`config.mk`:
```
export PLATFORM = sky130hd
export DESIGN_NAME = multicycle_ctrl
export DESIGN_NICKNAME = d
export VERILOG_FILES = /design/src/rtl/multicycle_ctrl.sv
export SDC_FILE = /design/constraint.sdc
export NUM_CORES = 1
export LEC_CHECK = 0
export BUFFER_PORTS_ARGS = -buffer_cell sky130_fd_sc_hd__buf_4
export CORE_UTILIZATION = 35
export CTS_CLUSTER_SIZE = 20
export DETAILED_ROUTE_END_ITERATION = 6
export PLACE_DENSITY = 0.67
export SYNTH_ARGS = -nofsm -noshare
export SYNTH_HDL_FRONTEND = slang
export SYNTH_SLANG_ARGS = --single-unit
```
`constraint.sdc`:
```
create_clock -name clk -period 1.5 [get_ports clk]
set_input_delay 0.075 -clock clk [delete_from_list [all_inputs] [get_ports clk]]
set_output_delay 0.075 -clock clk [all_outputs]
set_load 0.01 [all_outputs]
```
`src/rtl/multicycle_ctrl.sv`:
```
// multicycle_ctrl
//   Main control FSM for the multicycle RV32I core. Walks each instruction
//   through fetch, decode, execute, memory and writeback, and drives the
//   ALU source muxes, ALU operation, immediate-extender select, memory port
//   and register-file enables.
//
// Parameters
//   STATE_W   width of the state register and state_o (>= 4)
//   ILL_TRAP  1: an unknown opcode parks the FSM in ERR until reset
//             0: an unknown opcode is treated as a NOP (back to FETCH)
//
// Ports
//   clk, rst_n            core clock, synchronous active-low reset
//   op, funct3, funct7b5  instruction fields from the instruction register
//   zero                  ALU zero flag, consulted in BRANCH only
//   mem_ready             memory handshake (only with MULTICYCLE_CTRL_MEMWAIT_EN)
//   PCWrite, IRWrite      PC and instruction/OldPC register enables
//   AdrSrc, MemWrite      memory address select and data write strobe
//   ResultSrc             00 ALUOut, 01 Data, 10 ALUResult
//   ALUSrcA               00 PC, 01 OldPC, 10 RD1, 11 constant 0
//   ALUSrcB               00 RD2, 01 ExtImm, 10 constant 4
//   ImmSrc                000 I, 001 S, 010 B, 011 U, 100 J, 101 shift-I
//   ALUControl            0 add,1 sub,2 and,3 or,4 xor,5 slt,6 sltu,7 sll,8 srl,9 sra
//   RegWrite              register-file write enable
//   illegal               high while parked in ERR
//   state_o               current state, debug only (FETCH encodes as 0)
//
// Optional feature macro: MULTICYCLE_CTRL_MEMWAIT_EN
//   When defined, a mem_ready input is added; FETCH, MEMREAD and MEMWRITE
//   stall until it is high, and PCWrite/IRWrite/MemWrite only fire in the
//   ready cycle.
//
// Outputs are decoded from the state. Exceptions: PCWrite in BRANCH uses
// zero, and a few states look at the (stable) instruction fields.
module multicycle_ctrl #(
    parameter int STATE_W  = 4,
    parameter bit ILL_TRAP = 1'b1
) (
    input  logic               clk,
    input  logic               rst_n,
    input  logic [6:0]         op,
    input  logic [2:0]         funct3,
    input  logic               funct7b5,
    input  logic               zero,
`ifdef MULTICYCLE_CTRL_MEMWAIT_EN
    input  logic               mem_ready,
`endif
    output logic               PCWrite,
    output logic               AdrSrc,
    output logic               MemWrite,
    output logic               IRWrite,
    output logic [1:0]         ResultSrc,
    output logic [1:0]         ALUSrcA,
    output logic [1:0]         ALUSrcB,
    output logic [2:0]         ImmSrc,
    output logic [3:0]         ALUControl,
    output logic               RegWrite,
    output logic               illegal,
    output logic [STATE_W-1:0] state_o
);

    localparam logic [6:0] OP_LOAD   = 7'b0000011;
    localparam logic [6:0] OP_STORE  = 7'b0100011;
    localparam logic [6:0] OP_RTYPE  = 7'b0110011;
    localparam logic [6:0] OP_ITYPE  = 7'b0010011;
    localparam logic [6:0] OP_BRANCH = 7'b1100011;
    localparam logic [6:0] OP_JAL    = 7'b1101111;
    localparam logic [6:0] OP_JALR   = 7'b1100111;
    localparam logic [6:0] OP_LUI    = 7'b0110111;
    localparam logic [6:0] OP_AUIPC  = 7'b0010111;

    // LUI and AUIPC share one state (S_UPPER) and differ only in ALUSrcA,
    // which keeps the full state set inside 16 encodings for STATE_W = 4.
    typedef enum logic [STATE_W-1:0] {
        S_FETCH,
        S_DECODE,
        S_MEMADR,
        S_MEMREAD,
        S_MEMWB,
        S_MEMWRITE,
        S_EXEC_R,
        S_EXEC_I,
        S_ALUWB,
        S_BRANCH,
        S_JAL,
        S_JALR,
        S_JALR2,
        S_JALWB,
        S_UPPER,
        S_ERR
    } state_t;

    state_t state_q;
    state_t state_d;
    logic   mem_rdy;
    logic   br_taken;

`ifdef MULTICYCLE_CTRL_MEMWAIT_EN
    assign mem_rdy = mem_ready;
`else
    assign mem_rdy = 1'b1;
`endif

    assign state_o = state_q;

    // Shared R/I ALU decode; 'alt' is funct7b5 already qualified by the caller.
    function automatic logic [3:0] alu_decode(input logic [2:0] f3, input logic alt);
        logic [3:0] r;
        case (f3)
            3'b000:  r = alt ? 4'd1 : 4'd0;
            3'b001:  r = 4'd7;
            3'b010:  r = 4'd5;
            3'b011:  r = 4'd6;
            3'b100:  r = 4'd4;
            3'b101:  r = alt ? 4'd9 : 4'd8;
            3'b110:  r = 4'd3;
            default: r = 4'd2;
        endcase
        return r;
    endfunction

    // Branch condition from the ALU zero flag: sub gives zero on equality,
    // slt/sltu give zero when the "less than" test is false.
    always_comb begin
        br_taken = 1'b0;
        case (funct3)
            3'b000:          br_taken = zero;
            3'b001:          br_taken = ~zero;
            3'b100, 3'b110:  br_taken = ~zero;
            3'b101, 3'b111:  br_taken = zero;
            default:         br_taken = 1'b0;
        endcase
    end

    always_ff @(posedge clk) begin
        if (!rst_n) begin
            state_q <= S_FETCH;
        end else begin
            state_q <= state_d;
        end
    end

    always_comb begin
        state_d    = state_q;
        PCWrite    = 1'b0;
        AdrSrc     = 1'b0;
        MemWrite   = 1'b0;
        IRWrite    = 1'b0;
        ResultSrc  = 2'b00;
        ALUSrcA    = 2'b00;
        ALUSrcB    = 2'b00;
        ImmSrc     = 3'b000;
        ALUControl = 4'd0;
        RegWrite   = 1'b0;
        illegal    = 1'b0;

        case (state_q)
            S_FETCH: begin
                IRWrite   = mem_rdy;
                PCWrite   = mem_rdy;
                ALUSrcB   = 2'b10;
                ResultSrc = 2'b10;
                if (mem_rdy) state_d = S_DECODE;
            end
            S_DECODE: begin
                // Branch target OldPC+imm is precomputed here; JAL needs the
                // J-format immediate for the same add.
                ALUSrcA = 2'b01;
                ALUSrcB = 2'b01;
                ImmSrc  = (op == OP_JAL) ? 3'b100 : 3'b010;
                case (op)
                    OP_LOAD, OP_STORE: state_d = S_MEMADR;
                    OP_RTYPE:          state_d = S_EXEC_R;
                    OP_ITYPE:          state_d = S_EXEC_I;
                    OP_BRANCH:         state_d = S_BRANCH;
                    OP_JAL:            state_d = S_JAL;
                    OP_JALR:           state_d = S_JALR;
                    OP_LUI, OP_AUIPC:  state_d = S_UPPER;
                    default:           state_d = ILL_TRAP ? S_ERR : S_FETCH;
                endcase
            end
            S_MEMADR: begin
                ALUSrcA = 2'b10;
                ALUSrcB = 2'b01;
                ImmSrc  = (op == OP_STORE) ? 3'b001 : 3'b000;
                state_d = (op == OP_STORE) ? S_MEMWRITE : S_MEMREAD;
            end
            S_MEMREAD: begin
                AdrSrc = 1'b1;
                if (mem_rdy) state_d = S_MEMWB;
            end
            S_MEMWB: begin
                ResultSrc = 2'b01;
                RegWrite  = 1'b1;
                state_d   = S_FETCH;
            end
            S_MEMWRITE: begin
                AdrSrc   = 1'b1;
                MemWrite = mem_rdy;
                if (mem_rdy) state_d = S_FETCH;
            end
            S_EXEC_R: begin
                ALUSrcA    = 2'b10;
                ALUControl = alu_decode(funct3, funct7b5);
                state_d    = S_ALUWB;
            end
            S_EXEC_I: begin
                // Instr[30] is part of the immediate except for srai, so it
                // must not turn addi into sub.
                ALUSrcA    = 2'b10;
                ALUSrcB    = 2'b01;
                ImmSrc     = (funct3 == 3'b001 || funct3 == 3'b101) ? 3'b101 : 3'b000;
                ALUControl = alu_decode(funct3, funct7b5 && (funct3 == 3'b101));
                state_d    = S_ALUWB;
            end
            S_ALUWB: begin
                RegWrite = 1'b1;
                state_d  = S_FETCH;
            end
            S_BRANCH: begin
                ALUSrcA = 2'b10;
                ImmSrc  = 3'b010;
                case (funct3[2:1])
                    2'b10:   ALUControl = 4'd5;
                    2'b11:   ALUControl = 4'd6;
                    default: ALUControl = 4'd1;
                endcase
                PCWrite = br_taken;
                state_d = S_FETCH;
            end
            S_JAL: begin
                // PC takes the target from DECODE while the ALU forms OldPC+4.
                ALUSrcA = 2'b01;
                ALUSrcB = 2'b10;
                ImmSrc  = 3'b100;
                PCWrite = 1'b1;
                state_d = S_ALUWB;
            end
            S_JALR: begin
                ALUSrcA = 2'b10;
                ALUSrcB = 2'b01;
                state_d = S_JALR2;
            end
            S_JALR2: begin
                // The datapath clears bit 0 of ALUOut on the way into PC.
                PCWrite = 1'b1;
                state_d = S_JALWB;
            end
            S_JALWB: begin
                ALUSrcA   = 2'b01;
                ALUSrcB   = 2'b10;
                ResultSrc = 2'b10;
                RegWrite  = 1'b1;
                state_d   = S_FETCH;
            end
            S_UPPER: begin
                ALUSrcA = (op == OP_LUI) ? 2'b11 : 2'b01;
                ALUSrcB = 2'b01;
                ImmSrc  = 3'b011;
                state_d = S_ALUWB;
            end
            S_ERR: begin
                illegal = 1'b1;
            end
            default: begin
                state_d = S_FETCH;
            end
        endcase

        // A reset cycle must never commit architectural state, even if the
        // FSM was sitting in a write state when reset arrived.
        if (!rst_n) begin
            PCWrite  = 1'b0;
            IRWrite  = 1'b0;
            MemWrite = 1'b0;
            RegWrite = 1'b0;
        end
    end

endmodule

```
## Yosys cells after proc, flatten, opt, wreduce, memory -nomap -nowiden

Cells that the tools add are included.

- Register bits after elaboration: 4
- Bits of input ports: 14
- Output and inout port bits: 23
- Logic and storage cells: 84

- Equality and inequality tests: 33
- Muxes and demuxes: 30
- Bitwise operators: 1
- Reduce and logical (&&, ||, !) cells: 19

Operators with widths:

| operator | count |
|---|---|
| $pmux 4 s7 | 3 |
| $eq 4x4->1 const B | 8 |
| $pmux 4 s8 | 1 |
| $eq 7x6->1 const B | 3 |
| $eq 7x7->1 const B | 3 |
| $pmux 3 s6 | 1 |
| $reduce_or 3->1 | 6 |
| $eq 4x3->1 const B | 4 |
| $reduce_or 5->1 | 3 |
| $eq 7x5->1 const B | 2 |
| $mux 1 | 14 |
| $eq 3x3->1 const B | 4 |
| $pmux 4 s3 | 1 |
| $mux 3 | 3 |
| $eq 4x2->1 const B | 2 |
| $pmux 2 s2 | 2 |
| $reduce_bool 8->1 | 1 |
| $reduce_or 2->1 | 4 |
| $eq 7x2->1 const B | 1 |
| $eq 3x2->1 const B | 2 |
| $pmux 2 s3 | 1 |
| $pmux 3 s2 | 1 |
| $eq 2x2->1 const B | 2 |
| $eq 4x1->1 const B | 1 |
| other kinds (9) | 10 |

## Logic depth before layout (Yosys ltp)

Gate-level depths: netlist of the first run.

- Word-level depth: 5
- Depth in mapped cells: 6
- Depth with buffers taken out: 4

## Worst setup path before layout of the first run

Ideal clock, no wire load.

- Path kind: register to register
- Start point: register state_q[2] (netlist: state_o[2])
- End point: register state_q[0] (netlist: state_o[0])
- Setup time: 0.117 ns
- Data arrival time: 1.477 ns
- Required time: 1.383 ns
- Setup slack: -0.095 ns
- Cell stages (with the launch flop): 6
- Buffers on the path: 1
- Period minus slack after synthesis: 1.595 ns
- Cell sequence: dfxtp_1 -> buf_2 -> or2_2 -> nor2_1 -> or4_1 -> a22o_2

- Longest elaborated chain between the ends: 3
- Elaborated cells on any way between the ends: 19
- Classes of those cells: eq/ne (14); mux (1); reduce/logical (4)

RTL lines:

| item | line | text |
|---|---|---|
| start, declared | 93 | `state_t state_q;` |
| start signal, assigned | 139 | `state_q <= state_d;` |
| $eq 4x4->1 / $eq 4x3->1 (equally long branches) | 157 | `case (state_q)` |
| $reduce_or 5->1 (no line) / $reduce_or 4->1 (equally long branches) | - |  |
| $pmux 4 s8 / $reduce_bool 8->1 (equally long branches) | - |  |

Several ways; a longest one is shown, not always the timed one.
A chain may end at the register's enable or synchronous reset.

## Final worst setup path of the first run

- Start point: register state_q[3] (netlist: state_o[3])
- End point: output ALUControl[2]

- Longest elaborated chain between the ends: 2
- Elaborated cells on any way between the ends: 4
- Classes of those cells: eq/ne (3); mux (1)

RTL lines:

| item | line | text |
|---|---|---|
| $eq 4x4->1 / $eq 4x3->1 (equally long branches) | 157 |  |
| $pmux 4 s3 (*) | 157 |  |
| end, declared | 56 | `output logic [3:0] ALUControl,` |

Every way passes the cells marked *; elsewhere a longest branch is shown, timed or not.

==> impl_metrics.yaml, run 1 <==
outcome:
  status: "complete, but fails checks"
  violations: "setup timing"
yosys:
  synth_cells: 120
  synth_top_family_by_area: "simple AND/OR/NAND/NOR gates"
  synth_commonest_cells: "nor2_1 (14), nand2_1 (13), o21ai_0 (7)"
  synth_flop_cell: "dfxtp_1"
  synth_mux_area_share_pct: 2.61
  syn_area_um2: 768
  synth_edf_count: 0
  yosys.area_share.xor_xnor_pct: 5.70
  synth.most_common_cell: "nor2_1"
  synth-simple-area-share_pct: 43.3
  ys_warn_count: 0
  synthTopCellsByArea: "dfxtp_1 (10%), nor2_1 (6.8%), nand2_1 (6.4%), o21ai_0 (4.6%), nor2b_1 (4.1%)"
  netlist-cell-type-count: 44
  yosys.area.top_type_share_pct: 10.4
  yosys.area.top_type: "dfxtp_1"
  async_flop_share_pct: 0
  synth_seq_area_share_pct: 10.4
  postSynthAreaPerCell_um2: 6.40
  syn_nets: 134
  ys_ff_latch: 4
  synth_compound_area_share_pct: 30.5
  synth_fa_ha_area_share_pct: 0
power_and_ir_drop:
  peakVddDrop_mv: 1.04
  pwr-share-comb_pct: 83.8
  p_int_uw: 1450
  p_sw_share_pct: 44.0
  p_leak_uw: 0.000613
  clkPwrFrac_pct: 5.2
  switching_power_uw: 1140
  p_total_uw: 2600
  p_seq_share_pct: 11.0
  powerDensity_nw_per_um2: 1900
placement:
  portBuffers: 36
  dpl_cell_area_um2: 1120
  place_hpwl_mm: 1.82
  place_congestion: 0.945
critical_path:
  cp-end-kind: "output pin"
  worstPathMaxFanout: 7
  critPathKind: "register to output pin"
  cp_data_arrival_time_ns: 1.54
  crit_required_ns: 1.42
  critPathLaunchType: "register"
layout:
  diodes: 0
  drive_gt1_share_pct: 47.4
  n_fill_cell: 174
  areaGrowthSynthToFinish_pct: 77.5
  post-route-util_pct: 67.5
  final_area_um2: 1360
  nets: 187
  largest_reg_flops: 4
clock_tree:
  clk_latency_ns: 0.24
  clk_transition_reported_paths_ns: 0.04
  cts_tree: "built"
  cts_inserted_buffers: 3
  cts_buffer_depth: 2
  h-tree-depth: 1
  ctsHoldBuffers: 0
  numClockSinks: 4
  cts-root-buf: "clkbuf_4"
detailed_routing:
  drc: 0
  drt-wirelength-per-cell_um: 14.5
  firstDrtPassIters: 4
  drt_iter0_drc: 49
  drt_wl_total_mm: 2.87
  ant_nets: 0
  detail_route.vias_per_cell: 5.82
  dr_total_vias: 1152
timing:
  hold_slack_ns: 0.112
  drv_slew: 0
  layout_min_cycle_time_ns: 1.62
  hold_viol_final: 0
  rsz0062_at_grt: "true"
  worst_slew_pin_slew_ns: 0.425
  fmax_mhz: 618
  slew_headroom_pct: 71.3
  worst_slack_ns: -0.118
  setup_tns_ns: -0.195
  timing.final.crit_share_pct: 108
  clock_skew_ns: 0.0101
  setup_viol: 5
grt:
  antenna_found_initial: 0
  grt_pass1_vias: 938
  grt.total_usage_pct: 20.3
  grt_max_degree: 13
  grt_pass1_wl_mm: 3.95
  overflow: 0
die:
  die-height_um: 48.9
  io_pins: 37
  die_area_um2: 2390
  core.rowCount: 16
  die_w_um: 48.9
  coreArea_um2: 2020
  start_util_pct: 38.0
hold_path:
  min_path_type: "primary input to register"
job:
  maxCapViolCount: 0
worst paths after layout:
path	startpoint	end	slack (ns)	cells after the start
worst min-delay path	op[2]	state_o[1]	0.11	3
worst max register to register	state_o[1]	state_o[0]	0.02	5
worst max-delay path	state_o[3]	ALUControl[2]	-0.12	6
worst min register to register	state_o[1]	state_o[1]	0.66	3
kinds of logic (layout without fill, tap and decap cells):
family                    Yosys count  count (layout)
AOI/OAI and AO/OA                  34              34
muxes                               2               2
xor gates and xnor gates            5               5
buffers and inverters              13              64
DFF                                 4               4
and+or+nand+nor                    62              62
critical path, cell delays in order, from the launching register on:
cell and delay [ns]:
dfxtp_4 0.36, buf_8 0.13, nand3b_1 0.25, o31ai_1 0.29, nand2_1 0.10, nand2_1 0.07, buf_4 0.11
metal layers:
| metal | GRT usage [%] | vias to the layer above | part of all wire (%) |
|---|---|---|---|
| met3 | 3.43 | 5 | 6.4 |
| met4 | 1.47 | 0 | 1.1 |
| met5 | 0 | - | 0 |
| met2 | 36.6 | 57 | 52 |
| met1 | 26.0 | 544 | 41 |
| li1 | - | 546 | - |
timing repair:
| action | in CTS | in global routing |
|---|---|---|
| endpoints found under the setup margin | 13 | 14 |
| gates resized for setup | 19 | 12 |
| gates cloned | 1 | 1 |
| pin swaps | 5 | 4 |
| buffers inserted | 5 | 3 |
cells in the final DEF, fill, tap and decap left out, types with 2 or more instances in the layout:
cell type / count
o32ai_1: 3
o211ai_1: 2
nor2_2: 3
nor3_1: 3
o21ai_0: 3
nand2b_1: 4
buf_4: 51
nand2_1: 11
inv_1: 3
a21oi_1: 4
nand3b_1: 4
buf_6: 2
a31oi_1: 2
and3_1: 2
nor2_1: 10
nand3_1: 5
buf_8: 2
a21boi_0: 3
dfxtp_4: 4
o21ai_1: 4
o22ai_1: 2
mux2i_1: 2
nor2b_1: 5
clkbuf_4: 3
o31ai_1: 2
xor2_1: 3
power groups by stage:
stage / registers [uW] / clock network (uW) / logic (uW)
finish: 286 / 135 / 2170
global route: 296 / 147 / 2310
global placement: 257 / 0 / 1620
floorplan: 230 / 0 / 972
detailed placement: 263 / 0 / 1630
CTS: 288 / 138 / 1930
area by class of cell:
| class | instances | area (um^2) | area share (%) |
|---|---|---|---|
| clock buffer | 3 | 22.5 | 1.65 |
| inverter | 3 | 11.3 | 0.826 |
| multi-input combinational | 103 | 703 | 51.6 |
| sequential | 4 | 95.1 | 6.97 |
| tap | 27 | 33.8 | 2.48 |
| timing repair buffer | 58 | 498 | 36.5 |
per-stage QoR:
step / setup slack, ns / cells
after floorplan: 0.00185 / 120
after global placement: 0.0198 / 185
after detailed placement: -0.0148 / 185
after CTS: 0.000661 / 194
after global routing: -0.197 / 198
final: -0.118 / 198
(Power assumes the default switching activity.)
==> run 2: changes to the inputs <==
--- a/config.mk
+++ b/config.mk
@@ -6,6 +6,7 @@
 export NUM_CORES = 1
 export LEC_CHECK = 0
 export BUFFER_PORTS_ARGS = -buffer_cell sky130_fd_sc_hd__buf_4
+export CORE_MARGIN = 2
 export CORE_UTILIZATION = 35
 export CTS_CLUSTER_SIZE = 20
 export DETAILED_ROUTE_END_ITERATION = 6
==> run 2 against run 1 <==
- the flow still finishes with violations (setup timing)
- combinational power up 19%
- clock power up 9.6%
- critical path depth up 1
- highest routed layer unchanged
==> impl_metrics.yaml, run 2 (synthesis gave the netlist of run 1 again) <==
placement:
  place_hpwl_mm: 1.91
  place_congestion: 0.898
  portBuffers: 36
  dp.cells: 185
timing:
  slew_headroom_pct: 75.5
  worst_slew_pin_slew_ns: 0.364
  layout_min_cycle_time_ns: 1.69
  fmax_mhz: 591
  timing.final.crit_share_pct: 113
  clock_skew_ns: 0.000189
  rsz0062_at_grt: "true"
  drv_slew: 0
  setup_viol: 12
  worst_slack_ns: -0.191
  hold_viol_final: 0
critical_path:
  crit_path_max_incr_delay_ns: 0.36
  cp-end-kind: "output pin"
  critPathKind: "register to output pin"
  cpMostUsedCell: "buf_4"
  path_cells: "buf_8 > xnor2_2 > buf_4 > xor2_1 > nand2_1 > o21ai_1 > buf_4"
  worstPathMaxFanout: 5
  crit_cells: 7
  critPathTopFamily: "buffers and inverters"
  crit_slowest_cell: "dfxtp_4"
  r2r_cells: 5
  crit_required_ns: 1.42
  cp_data_arrival_time_ns: 1.62
  critPathLaunchType: "register"
  crit_buf_inv: 3
die:
  coreArea_um2: 2020
  io_pins: 37
  die_w_um: 50.9
  die-height_um: 50.9
  core.rowCount: 16
  die_area_um2: 2590
  start_util_pct: 38.0
job:
  maxCapViolCount: 0
power_and_ir_drop:
  p_leak_uw: 0.000648
  p_total_uw: 3000
  powerDensity_nw_per_um2: 2030
  peakVddDrop_mv: 1.36
grt:
  antenna_found_initial: 0
  grt.total_usage_pct: 23.3
  grt_pass1_vias: 1064
  grt_pass1_wl_mm: 4.70
  grt_max_degree: 11
  overflow: 0
clock_tree:
  clk_transition_reported_paths_ns: 0.04
  ctsHoldBuffers: 0
  cts_buffer_depth: 2
  cts_tree: "built"
  numClockSinks: 4
  cts-root-buf: "clkbuf_4"
  clk_latency_ns: 0.25
  cts_inserted_buffers: 3
  h-tree-depth: 1
layout:
  most-common-layout-cells: "buf_4 (57), nand2_1 (11), nor2_1 (9)"
  diodes: 0
  largest_reg_flops: 4
  final_common_cell: "buf_4"
  drive_gt1_share_pct: 53.9
  nets: 196
  n_fill_cell: 160
  fin_cells: 207
  areaGrowthSynthToFinish_pct: 92.3
detailed_routing:
  firstDrtPassIters: 4
  dr_total_vias: 1216
  detail_route.vias_per_cell: 5.87
  drc: 0
  drt-wirelength-per-cell_um: 16.5
  ant_nets: 0
  drt_iter0_drc: 56
  drt_wl_total_mm: 3.41
outcome:
  status: "complete, but fails checks"
  violations: "setup timing"
hold_path:
  min_path_type: "primary input to register"
  hold_path_depth: 3
-- run 2: cell count changes in the layout (fill, tap and decap cells not counted), moves of 2 or more --
cell / delta
o32ai_2: +3
buf_12: +2
buf_6: +4
o32ai_1: -3
buf_4: +6
-- run 2: worst paths after layout --
path,start,to,slack [ns]
min reg2reg,state_o[1],state_o[1],0.70
min,op[2],state_o[1],0.13
max,state_o[2],ALUSrcB[0],-0.19
max reg2reg,state_o[1],state_o[0],-0.03
-- run 2: report_power, final --
part | switching, uW | internal, uW | total, uW
sequential | 85.8 | 189 | 275
combinational | 1180 | 1400 | 2580
clock | 57.6 | 90.4 | 148
total | 1320 | 1680 | 3000
-- run 2: final cells by class --
type / instances / area [um^2] / share of cell area (%)
clock buffer: 3 / 22.5 / 1.52
inverter: 3 / 11.3 / 0.762
sequential: 4 / 95.1 / 6.44
timing repair buffer: 67 / 566 / 38.3
multi-input combinational: 103 / 749 / 50.7
tap: 27 / 33.8 / 2.29
-- run 2: what timing repair did --
item,4_1_cts,5_1_grt
resized for setup,26,17
setup endpoints to repair,12,14
setup buffers,11,9
gates cloned,1,0
pin swaps,5,18
-- run 2: routing by layer --
metal  up-vias  wire length, um  track usage [%]
met5         -                0                0
met4         0               67             9.46
met3        11              184            0.585
met2        61             1760             41.7
met1       583             1400             29.6
li1        561                -                -
-- run 2: tightest hold or removal path: stages --
cell	delay, ns
buf_4	0.12
o31ai_1	0.08
o21ai_0	0.07
-- run 2: metrics by stage --
stage          hold slack, ns  util, %  setup WS (ns)  instance area [um^2]  setup TNS (ns)
6_report                0.130     73.1         -0.191                  1480          -0.861
4_1_cts                 0.135     67.0        -0.0696                  1360          -0.194
3_3_place_gp            0.377     55.5         0.0421                  1120               0
3_5_place_dp            0.375     55.5         0.0134                  1120               0
2_1_floorplan           0.227        -        0.00185                   782               0
5_1_grt                 0.153     73.1         -0.238                  1480           -1.63
